### config.mk
export PLATFORM = sky130hd
export DESIGN_NAME = multicycle_control
export DESIGN_NICKNAME = d
export VERILOG_FILES = /design/src/rtl/multicycle_control_pkg.sv /design/src/rtl/multicycle_control_decode.sv /design/src/rtl/multicycle_control.sv
export SDC_FILE = /design/constraint.sdc
export NUM_CORES = 1
export LEC_CHECK = 0
export ABC_AREA = 1
export BUFFER_PORTS_ARGS = -buffer_cell sky130_fd_sc_hd__buf_2
export CORE_ASPECT_RATIO = 0.5
export CORE_UTILIZATION = 60
export CTS_BUF_LIST = sky130_fd_sc_hd__clkbuf_8
export DETAILED_ROUTE_END_ITERATION = 8
export PLACE_DENSITY = 0.89
export SETUP_SLACK_MARGIN = 0.3
export SLEW_MARGIN = 5
export SYNTH_ARGS = -nofsm -noshare
export SYNTH_HDL_FRONTEND = slang
export SYNTH_HIERARCHICAL = 1
export SYNTH_SLANG_ARGS = --single-unit
### constraint.sdc
create_clock -name clk -period 3.29 [get_ports clk]
set_input_delay 0.658 -clock clk [delete_from_list [all_inputs] [get_ports clk]]
set_output_delay 0.658 -clock clk [all_outputs]
set_load 0.1 [all_outputs]
### src/rtl/multicycle_control_pkg.sv
// Shared definitions for the multicycle control unit of the 16-bit CPU.
// Holds opcode and func codes, ALU operation codes, the controller state
// encoding and the source-select codes used by the datapath multiplexers.
// No ports; imported by multicycle_control and control_output_decode.
package multicycle_control_pkg;

    localparam int WORD_SIZE = 16;

    // Instruction opcodes, inst[15:12]
    localparam logic [3:0] OPC_BNE   = 4'd0;
    localparam logic [3:0] OPC_BEQ   = 4'd1;
    localparam logic [3:0] OPC_BGZ   = 4'd2;
    localparam logic [3:0] OPC_BLZ   = 4'd3;
    localparam logic [3:0] OPC_ADI   = 4'd4;
    localparam logic [3:0] OPC_ORI   = 4'd5;
    localparam logic [3:0] OPC_LHI   = 4'd6;
    localparam logic [3:0] OPC_LWD   = 4'd7;
    localparam logic [3:0] OPC_SWD   = 4'd8;
    localparam logic [3:0] OPC_JMP   = 4'd9;
    localparam logic [3:0] OPC_JAL   = 4'd10;
    localparam logic [3:0] OPC_RTYPE = 4'd15;

    // R-type function codes, inst[5:0]; codes 0..7 are plain ALU operations
    localparam logic [5:0] FUNC_JPR = 6'd25;
    localparam logic [5:0] FUNC_JRL = 6'd26;
    localparam logic [5:0] FUNC_WWD = 6'd28;
    localparam logic [5:0] FUNC_HLT = 6'd29;

    // ALU operation codes
    localparam logic [2:0] ALU_ADD = 3'd0;
    localparam logic [2:0] ALU_SUB = 3'd1;
    localparam logic [2:0] ALU_AND = 3'd2;
    localparam logic [2:0] ALU_OR  = 3'd3;
    localparam logic [2:0] ALU_NOT = 3'd4;
    localparam logic [2:0] ALU_TCP = 3'd5;
    localparam logic [2:0] ALU_SHL = 3'd6;
    localparam logic [2:0] ALU_SHR = 3'd7;

    // ALU B operand select
    localparam logic [1:0] SRCB_REG  = 2'b00;
    localparam logic [1:0] SRCB_ONE  = 2'b01;
    localparam logic [1:0] SRCB_IMM  = 2'b10;
    localparam logic [1:0] SRCB_ZERO = 2'b11;

    // PC source select
    localparam logic [1:0] PCSRC_ALU    = 2'b00;
    localparam logic [1:0] PCSRC_ALUOUT = 2'b01;
    localparam logic [1:0] PCSRC_JUMP   = 2'b10;

    // Register file destination select
    localparam logic [1:0] REGDST_RT  = 2'b00;
    localparam logic [1:0] REGDST_RD  = 2'b01;
    localparam logic [1:0] REGDST_R2  = 2'b10;

    // Register write-data select
    localparam logic [1:0] MEMTOREG_ALU = 2'b00;
    localparam logic [1:0] MEMTOREG_MEM = 2'b01;
    localparam logic [1:0] MEMTOREG_PC  = 2'b10;
    localparam logic [1:0] MEMTOREG_LHI = 2'b11;

    // Controller states
    typedef enum logic [2:0] {
        S_IF   = 3'd0,
        S_ID   = 3'd1,
        S_EX   = 3'd2,
        S_MEM  = 3'd3,
        S_WB   = 3'd4,
        S_HALT = 3'd5
    } stateT;

    // True for R-type func codes that are plain ALU operations (0..7)
    function automatic logic isAluFunc(input logic [5:0] func);
        return (func[5:3] == 3'b000);
    endfunction

endpackage

### src/rtl/multicycle_control_decode.sv
// control_output_decode: purely combinational strobe decoder.
// Ports:
//   enable     in  1   low forces every output to 0 (held in reset)
//   state      in  3   current controller state (stateT encoding)
//   opcode     in  4   latched opcode of the instruction in flight
//   func       in  6   latched func field
//   memAck     in  1   memory acknowledge (only matters in IF)
//   readM1/readM2/writeM2, ctrl* strobes, isHalted  out  as in top level
module control_output_decode
    import multicycle_control_pkg::*;
(
    input  logic       enable,
    input  logic [2:0] state,
    input  logic [3:0] opcode,
    input  logic [5:0] func,
    input  logic       memAck,
    output logic       readM1,
    output logic       readM2,
    output logic       writeM2,
    output logic       ctrlPCWrite,
    output logic       ctrlPCWriteCond,
    output logic       ctrlIRWrite,
    output logic       ctrlALUSrcA,
    output logic       ctrlRegWrite,
    output logic       ctrlWritePort,
    output logic [1:0] ctrlMemtoReg,
    output logic [1:0] ctrlPCSource,
    output logic [1:0] ctrlALUSrcB,
    output logic [1:0] ctrlRegDst,
    output logic [2:0] ctrlALUOp,
    output logic       isHalted
);

    // Every strobe starts at 0 and only the ones a state needs are raised.
    // While enable is low nothing is raised, so reset silences the datapath
    // immediately even though the state register already reads IF.
    always_comb begin
        readM1          = 1'b0;
        readM2          = 1'b0;
        writeM2         = 1'b0;
        ctrlPCWrite     = 1'b0;
        ctrlPCWriteCond = 1'b0;
        ctrlIRWrite     = 1'b0;
        ctrlALUSrcA     = 1'b0;
        ctrlRegWrite    = 1'b0;
        ctrlWritePort   = 1'b0;
        ctrlMemtoReg    = MEMTOREG_ALU;
        ctrlPCSource    = PCSRC_ALU;
        ctrlALUSrcB     = SRCB_REG;
        ctrlRegDst      = REGDST_RT;
        ctrlALUOp       = ALU_ADD;
        isHalted        = 1'b0;
        if (enable) begin
            case (stateT'(state))
                S_IF: begin
                    readM1 = 1'b1;
                    // PC and IR only move on the cycle memory delivers the word
                    if (memAck) begin
                        ctrlIRWrite = 1'b1;
                        ctrlALUSrcB = SRCB_ONE;
                        ctrlPCWrite = 1'b1;
                    end
                end
                S_ID: begin
                    // ALUOut <= PC+1+imm, the branch target used later in EX
                    ctrlALUSrcB = SRCB_IMM;
                    if (opcode == OPC_JMP || opcode == OPC_JAL) begin
                        ctrlPCSource = PCSRC_JUMP;
                        ctrlPCWrite  = 1'b1;
                    end
                    if (opcode == OPC_JAL) begin
                        ctrlRegWrite = 1'b1;
                        ctrlRegDst   = REGDST_R2;
                        ctrlMemtoReg = MEMTOREG_PC;
                    end
                end
                S_EX: begin
                    case (opcode)
                        OPC_BNE, OPC_BEQ: begin
                            ctrlALUSrcA     = 1'b1;
                            ctrlALUOp       = ALU_SUB;
                            ctrlPCWriteCond = 1'b1;
                            ctrlPCSource    = PCSRC_ALUOUT;
                        end
                        OPC_BGZ, OPC_BLZ: begin
                            ctrlALUSrcA     = 1'b1;
                            ctrlALUSrcB     = SRCB_ZERO;
                            ctrlPCWriteCond = 1'b1;
                            ctrlPCSource    = PCSRC_ALUOUT;
                        end
                        OPC_ADI, OPC_LWD, OPC_SWD: begin
                            ctrlALUSrcA = 1'b1;
                            ctrlALUSrcB = SRCB_IMM;
                        end
                        OPC_ORI: begin
                            ctrlALUSrcA = 1'b1;
                            ctrlALUSrcB = SRCB_IMM;
                            ctrlALUOp   = ALU_OR;
                        end
                        OPC_RTYPE: begin
                            if (isAluFunc(func)) begin
                                ctrlALUSrcA = 1'b1;
                                ctrlALUOp   = func[2:0];
                            end else if (func == FUNC_JPR || func == FUNC_JRL) begin
                                ctrlALUSrcA = 1'b1;
                                ctrlALUSrcB = SRCB_ZERO;
                                ctrlPCWrite = 1'b1;
                                if (func == FUNC_JRL) begin
                                    ctrlRegWrite = 1'b1;
                                    ctrlRegDst   = REGDST_R2;
                                    ctrlMemtoReg = MEMTOREG_PC;
                                end
                            end else if (func == FUNC_WWD) begin
                                ctrlALUSrcA   = 1'b1;
                                ctrlALUSrcB   = SRCB_ZERO;
                                ctrlWritePort = 1'b1;
                            end
                        end
                        default: ;
                    endcase
                end
                S_MEM: begin
                    readM2  = (opcode == OPC_LWD);
                    writeM2 = (opcode == OPC_SWD);
                end
                S_WB: begin
                    ctrlRegWrite = 1'b1;
                    if (opcode == OPC_LWD) begin
                        ctrlMemtoReg = MEMTOREG_MEM;
                    end else if (opcode == OPC_LHI) begin
                        ctrlMemtoReg = MEMTOREG_LHI;
                    end else if (opcode == OPC_RTYPE) begin
                        ctrlRegDst = REGDST_RD;
                    end
                end
                S_HALT: begin
                    isHalted = 1'b1;
                end
                default: ;
            endcase
        end
    end

endmodule

### src/rtl/multicycle_control.sv
// multicycle_control: sequences the shared-ALU datapath of the 16-bit CPU
// through IF/ID/EX/MEM/WB, one instruction at a time, and parks on HLT.
// Ports:
//   clk, reset_n (async, active low)
//   inst     in  16  instruction word, captured when the fetch is acknowledged
//   mem_ack  in  1   memory completes the pending request this cycle
//   readM1/readM2/writeM2  out  memory requests, held until mem_ack
//   ctrl*    out  datapath strobes (see control_output_decode)
//   is_halted out 1  machine parked in HALT
//   num_inst out 16  retired-instruction count, wraps at 0xFFFF
module multicycle_control
    import multicycle_control_pkg::*;
(
    input  logic        clk,
    input  logic        reset_n,
    input  logic [15:0] inst,
    input  logic        mem_ack,
    output logic        readM1,
    output logic        readM2,
    output logic        writeM2,
    output logic        ctrlPCWrite,
    output logic        ctrlPCWriteCond,
    output logic        ctrlIRWrite,
    output logic        ctrlALUSrcA,
    output logic        ctrlRegWrite,
    output logic        ctrlWritePort,
    output logic [1:0]  ctrlMemtoReg,
    output logic [1:0]  ctrlPCSource,
    output logic [1:0]  ctrlALUSrcB,
    output logic [1:0]  ctrlRegDst,
    output logic [2:0]  ctrlALUOp,
    output logic        is_halted,
    output logic [15:0] num_inst
);

    stateT          state;
    stateT          nextState;
    logic [3:0]     opcodeQ;
    logic [5:0]     funcQ;
    logic [WORD_SIZE-1:0] numInst;
    logic           retire;

    // State register; reset always returns to IF, even mid memory request
    always_ff @(posedge clk or negedge reset_n) begin
        if (!reset_n) begin
            state <= S_IF;
        end else begin
            state <= nextState;
        end
    end

    // Opcode/func are captured on the acknowledged fetch so that every later
    // state of this instruction decodes from a stable copy
    always_ff @(posedge clk or negedge reset_n) begin
        if (!reset_n) begin
            opcodeQ <= 4'd0;
            funcQ   <= 6'd0;
        end else if (state == S_IF && mem_ack) begin
            opcodeQ <= inst[15:12];
            funcQ   <= inst[5:0];
        end
    end

    // Next-state selection; undefined codes fall through EX back to IF as NOPs
    always_comb begin
        nextState = state;
        case (state)
            S_IF: begin
                if (mem_ack) nextState = S_ID;
            end
            S_ID: begin
                if (opcodeQ == OPC_JMP || opcodeQ == OPC_JAL) begin
                    nextState = S_IF;
                end else if (opcodeQ == OPC_LHI) begin
                    nextState = S_WB;
                end else if (opcodeQ == OPC_RTYPE && funcQ == FUNC_HLT) begin
                    nextState = S_HALT;
                end else begin
                    nextState = S_EX;
                end
            end
            S_EX: begin
                if (opcodeQ == OPC_LWD || opcodeQ == OPC_SWD) begin
                    nextState = S_MEM;
                end else if (opcodeQ == OPC_ADI || opcodeQ == OPC_ORI ||
                             (opcodeQ == OPC_RTYPE && isAluFunc(funcQ))) begin
                    nextState = S_WB;
                end else begin
                    nextState = S_IF;
                end
            end
            S_MEM: begin
                if (mem_ack) nextState = (opcodeQ == OPC_LWD) ? S_WB : S_IF;
            end
            S_WB:    nextState = S_IF;
            S_HALT:  nextState = S_HALT;
            default: nextState = S_IF;
        endcase
    end

    // An instruction retires when the machine leaves its last working state
    assign retire = (state inside {S_ID, S_EX, S_MEM, S_WB}) &&
                    (nextState inside {S_IF, S_HALT});

    // Retired-instruction counter, free to wrap
    always_ff @(posedge clk or negedge reset_n) begin
        if (!reset_n) begin
            numInst <= '0;
        end else if (retire) begin
            numInst <= numInst + 16'd1;
        end
    end

    assign num_inst = numInst;

    control_output_decode decode (
        .enable          (reset_n),
        .state           (state),
        .opcode          (opcodeQ),
        .func            (funcQ),
        .memAck          (mem_ack),
        .readM1          (readM1),
        .readM2          (readM2),
        .writeM2         (writeM2),
        .ctrlPCWrite     (ctrlPCWrite),
        .ctrlPCWriteCond (ctrlPCWriteCond),
        .ctrlIRWrite     (ctrlIRWrite),
        .ctrlALUSrcA     (ctrlALUSrcA),
        .ctrlRegWrite    (ctrlRegWrite),
        .ctrlWritePort   (ctrlWritePort),
        .ctrlMemtoReg    (ctrlMemtoReg),
        .ctrlPCSource    (ctrlPCSource),
        .ctrlALUSrcB     (ctrlALUSrcB),
        .ctrlRegDst      (ctrlRegDst),
        .ctrlALUOp       (ctrlALUOp),
        .isHalted        (is_halted)
    );

endmodule

==> Flow_metrics.wiki <==
{| class="wikitable"
! Metric !! Value
|-
| Cell variety after synth || 32
|-
| Capture point of the worst reg-to-reg path || num_inst[11]
|-
| Cts bufs inserted || 5
|-
| Initial Utilization || 63.5%
|-
| TritonCTS Sinks || 29
|-
| Maxcap violations || 0
|-
| Leakage || 1.42 nW
|-
| Longest Clk Path Bufs || 2
|-
| Critical path class || register to output pin
|-
| Half-perimeter wire length of the detailed placement result || 4060 µm
|-
| Post-CTS Setup Repair Bufs || 0
|-
| Launching instance or port of the critical path || state[2]
|-
| Hold WC Path Type || input port to asynchronous set/reset pin
|-
| Vias after detailed routing || 2,365
|-
| End point of the critical path || ctrlRegDst[1]
|-
| Kind of start point of the critical path || register
|-
| Number of nets in the final layout || 399
|-
| Worst-margin pin slew || 0.853 ns
|-
| Data arrival, critical path || 2.10 ns
|-
| CP max-delay cell || dfrtp_1
|-
| CTS tree || done
|-
| Chip width || 87.9 µm
|-
| Total design power || 2.40 mW
|-
| Post-Synthesis Cell Area || 0.00222 mm²
|-
| Setup slack of the most critical reg-to-reg path || 1.13 ns
|-
| Die outline area || 0.00395 mm²
|-
| Count of cells along the worst register-to-register path || 10
|-
| Vias in the first global route || 2,171
|-
| Router iterations before antenna repair || 4
|-
| Initial antenna violation count || 0
|-
| Clock-pin slew on the worst setup and hold paths || 0.07 ns
|-
| Latest clock arrival within the worst-skew pair || 0.28 ns
|-
| GR Util All Layers || 29.9%
|-
| Total DRC errors in the routed layout || 0
|-
| Cells along the critical path || inv_1 > nand3_4 > inv_2 > nand4_1 > a21oi_2 > buf_2
|-
| Fin crit period || 2.76 ns
|-
| Status || completed
|-
| Mean post-synth cell area || 6.78 µm²
|-
| Top-Level Pins || 56
|-
| Endpoint kind of the worst setup timing path || output pin
|-
| Largest fanout on the critical path || 8
|-
| Layout area overhead || 23.1%
|-
| Count of filler cells inserted in the layout || 254
|-
| EDFF count, synth || 0
|-
| Setup slack after layout || 0.534 ns
|-
| Layout cells sized above 1 || 25.3%
|-
| Global-route wire length before repair || 8990 µm
|-
| Count of synthesis-stage warnings from yosys || 6
|-
| Pin count of the biggest net entering global routing || 30
|-
| Average wire per cell in the routed design || 12.6 µm
|-
| Setup Viol. Count Final || 0
|-
| Final count of pins violating max slew || 0
|-
| Htree depth || 2
|-
| Proportion of register bits with asynchronous set or reset after synthesis || 100%
|-
| Count of cell instances traversed by the critical path || 6
|-
| Unrepaired setup endpoints after global routing || no
|-
| Setup_tns || 0 ns
|-
| Startpoint of the most critical register-to-register path || state[1]
|-
| Floorplan row count || 15
|-
| Primary flip-flop cell chosen by synthesis mapping || dfrtp_1
|-
| Drt initial violations || 113
|-
| Highest Clock Rate || 363 MHz
|-
| Category of cells accounting for the largest share of critical-path delay || buffers and inverters
|-
| Clock Skews || 0.00510 ns
|-
| Number of buffer and inverter stages on the critical path || 3
|-
| Routability Congestion || 0.879
|-
| Syn Inst Count || 327
|-
| Routed Antenna Nets || 0
|-
| ANT cells || 0
|-
| Worst slew margin relative to its limit || 43.1%
|-
| Required time of the critical path || 2.63 ns
|-
| Power per cell area || 880 mW/mm²
|-
| Detailed-route wire length || 5440 µm
|-
| Proportion of synthesized chip area in sequential cells || 32.7%
|-
| IR Drop Worst-Case VDD || 0.000664 V
|-
| Final hold violations || 0
|-
| Total congestion overflow || 0
|-
| Share of the cycle needed by the critical path after routing || 83.8%
|-
| Crit path largest cell delay || 0.50 ns
|-
| Number of buffers added on ports || 49
|-
| Post-Synthesis Net Count || 347
|-
| PostCTS Resize Cnt || 0
|-
| Yosys reg bits || 29
|-
| Number of hold buffers added after cts || 0
|-
| Pre-CTS setup slack || 0.868 ns
|-
| Die Y-Extent || 45.0 µm
|-
| Root Driver || clkbuf_8
|-
| Vias per inst || 5.49
|-
| Core Region || 0.00349 mm²
|}
[cell families after synthesis]
logic type	count (synthesis)	share of synthesized area, %
mux	4	2.03
flops	29	32.8
simple gates	214	46.1
compound gates	17	4.01
xor+xnor	14	5.87
buf+inv	48	8.70
fa+ha+maj	1	0.565
[state kept, by name, indices dropped and copies added, names as in the netlist]
signal,flops
num_inst,16
funcQ,6
opcodeQ,4
state,3
[power by group]
| group | switching [mW] | internal (mW) | total (mW) | leakage [nW] |
|---|---|---|---|---|
| logic | 1.11 | 0.365 | 1.47 | 1.00 |
| registers | 0.185 | 0.459 | 0.644 | 0.370 |
| clock network | 0.140 | 0.143 | 0.284 | 0.0491 |
[per-stage QoR]
stage	cells	area [µm²]	utilization (%)	hold slack (ns)
2_1_floorplan	327	2270	-	0.362
3_3_place_gp	423	2650	75.8	0.493
3_5_place_dp	423	2650	75.8	0.512
4_1_cts	431	2730	78.1	0.517
5_1_grt	431	2730	78.1	0.546
6_report	431	2730	78.1	0.507
[per-layer routing]
layer	track usage, %	part of all wire [%]
met5	0	0
met4	13.8	1.4
met3	8.41	7.6
met2	52.4	49
met1	35.2	42
[cell usage in the layout (no fill, tap or decap)]
cell	instances
buf_4	1
clkinv_2	2
ha_1	1
nor3_1	6
nand2_1	92
buf_2	43
inv_1	37
nor4_2	2
mux2_2	4
dfrtp_1	29
nand4_1	22
o21ai_1	1
nor4_4	1
nor2_1	48
inv_2	4
nand3_4	3
nand3_2	2
nand3b_1	1
nand2_4	1
xnor2_1	6
nand3_1	18
xor2_1	7
nor3_2	4
nand2_2	4
clkinv_1	3
nor2_4	3
o21ai_0	2
a21oi_2	3
xor2_2	1
nor2_2	6
a21oi_1	8
clkbuf_8	5
or2_2	1
a31oi_1	3
buf_12	6
[cell usage after synthesis (4+ instances only)]
library cell	count	area, µm²
nand2_1	92	345
nor2_1	48	180
inv_1	36	135
dfrtp_1	29	726
nand4_1	22	138
nand3_1	18	90.1
a21oi_1	11	55.1
nor3_1	9	45.0
xor2_1	7	61.3
nor2_2	6	37.5
xnor2_1	6	52.6
inv_2	4	15.0
mux2_2	4	45.0
nand2_2	4	25.0
[area by class of cell]
class	count	area [µm²]	share of cell area [%]
Clock buffer	5	68.8	2.52
Multi-Input combinational cell	250	1350	49.5
Sequential cell	29	726	26.6
Timing Repair Buffer	50	343	12.6
Clock inverter	3	13.8	0.505
Tap cell	51	63.8	2.34
Inverter	43	161	5.92
[worst min-delay path by stage]
stage	from	endpoint	slack, ns	depth (start not counted)
floorplan	reset_n	funcQ[0]	0.36	0
global placement	num_inst[15]	num_inst[15]	0.49	2
detailed placement	num_inst[15]	num_inst[15]	0.51	2
CTS	reset_n	state[1]	0.52	2
global route	reset_n	state[1]	0.55	2
finish	reset_n	state[1]	0.51	2
Power figures use the tool's default switching activity.
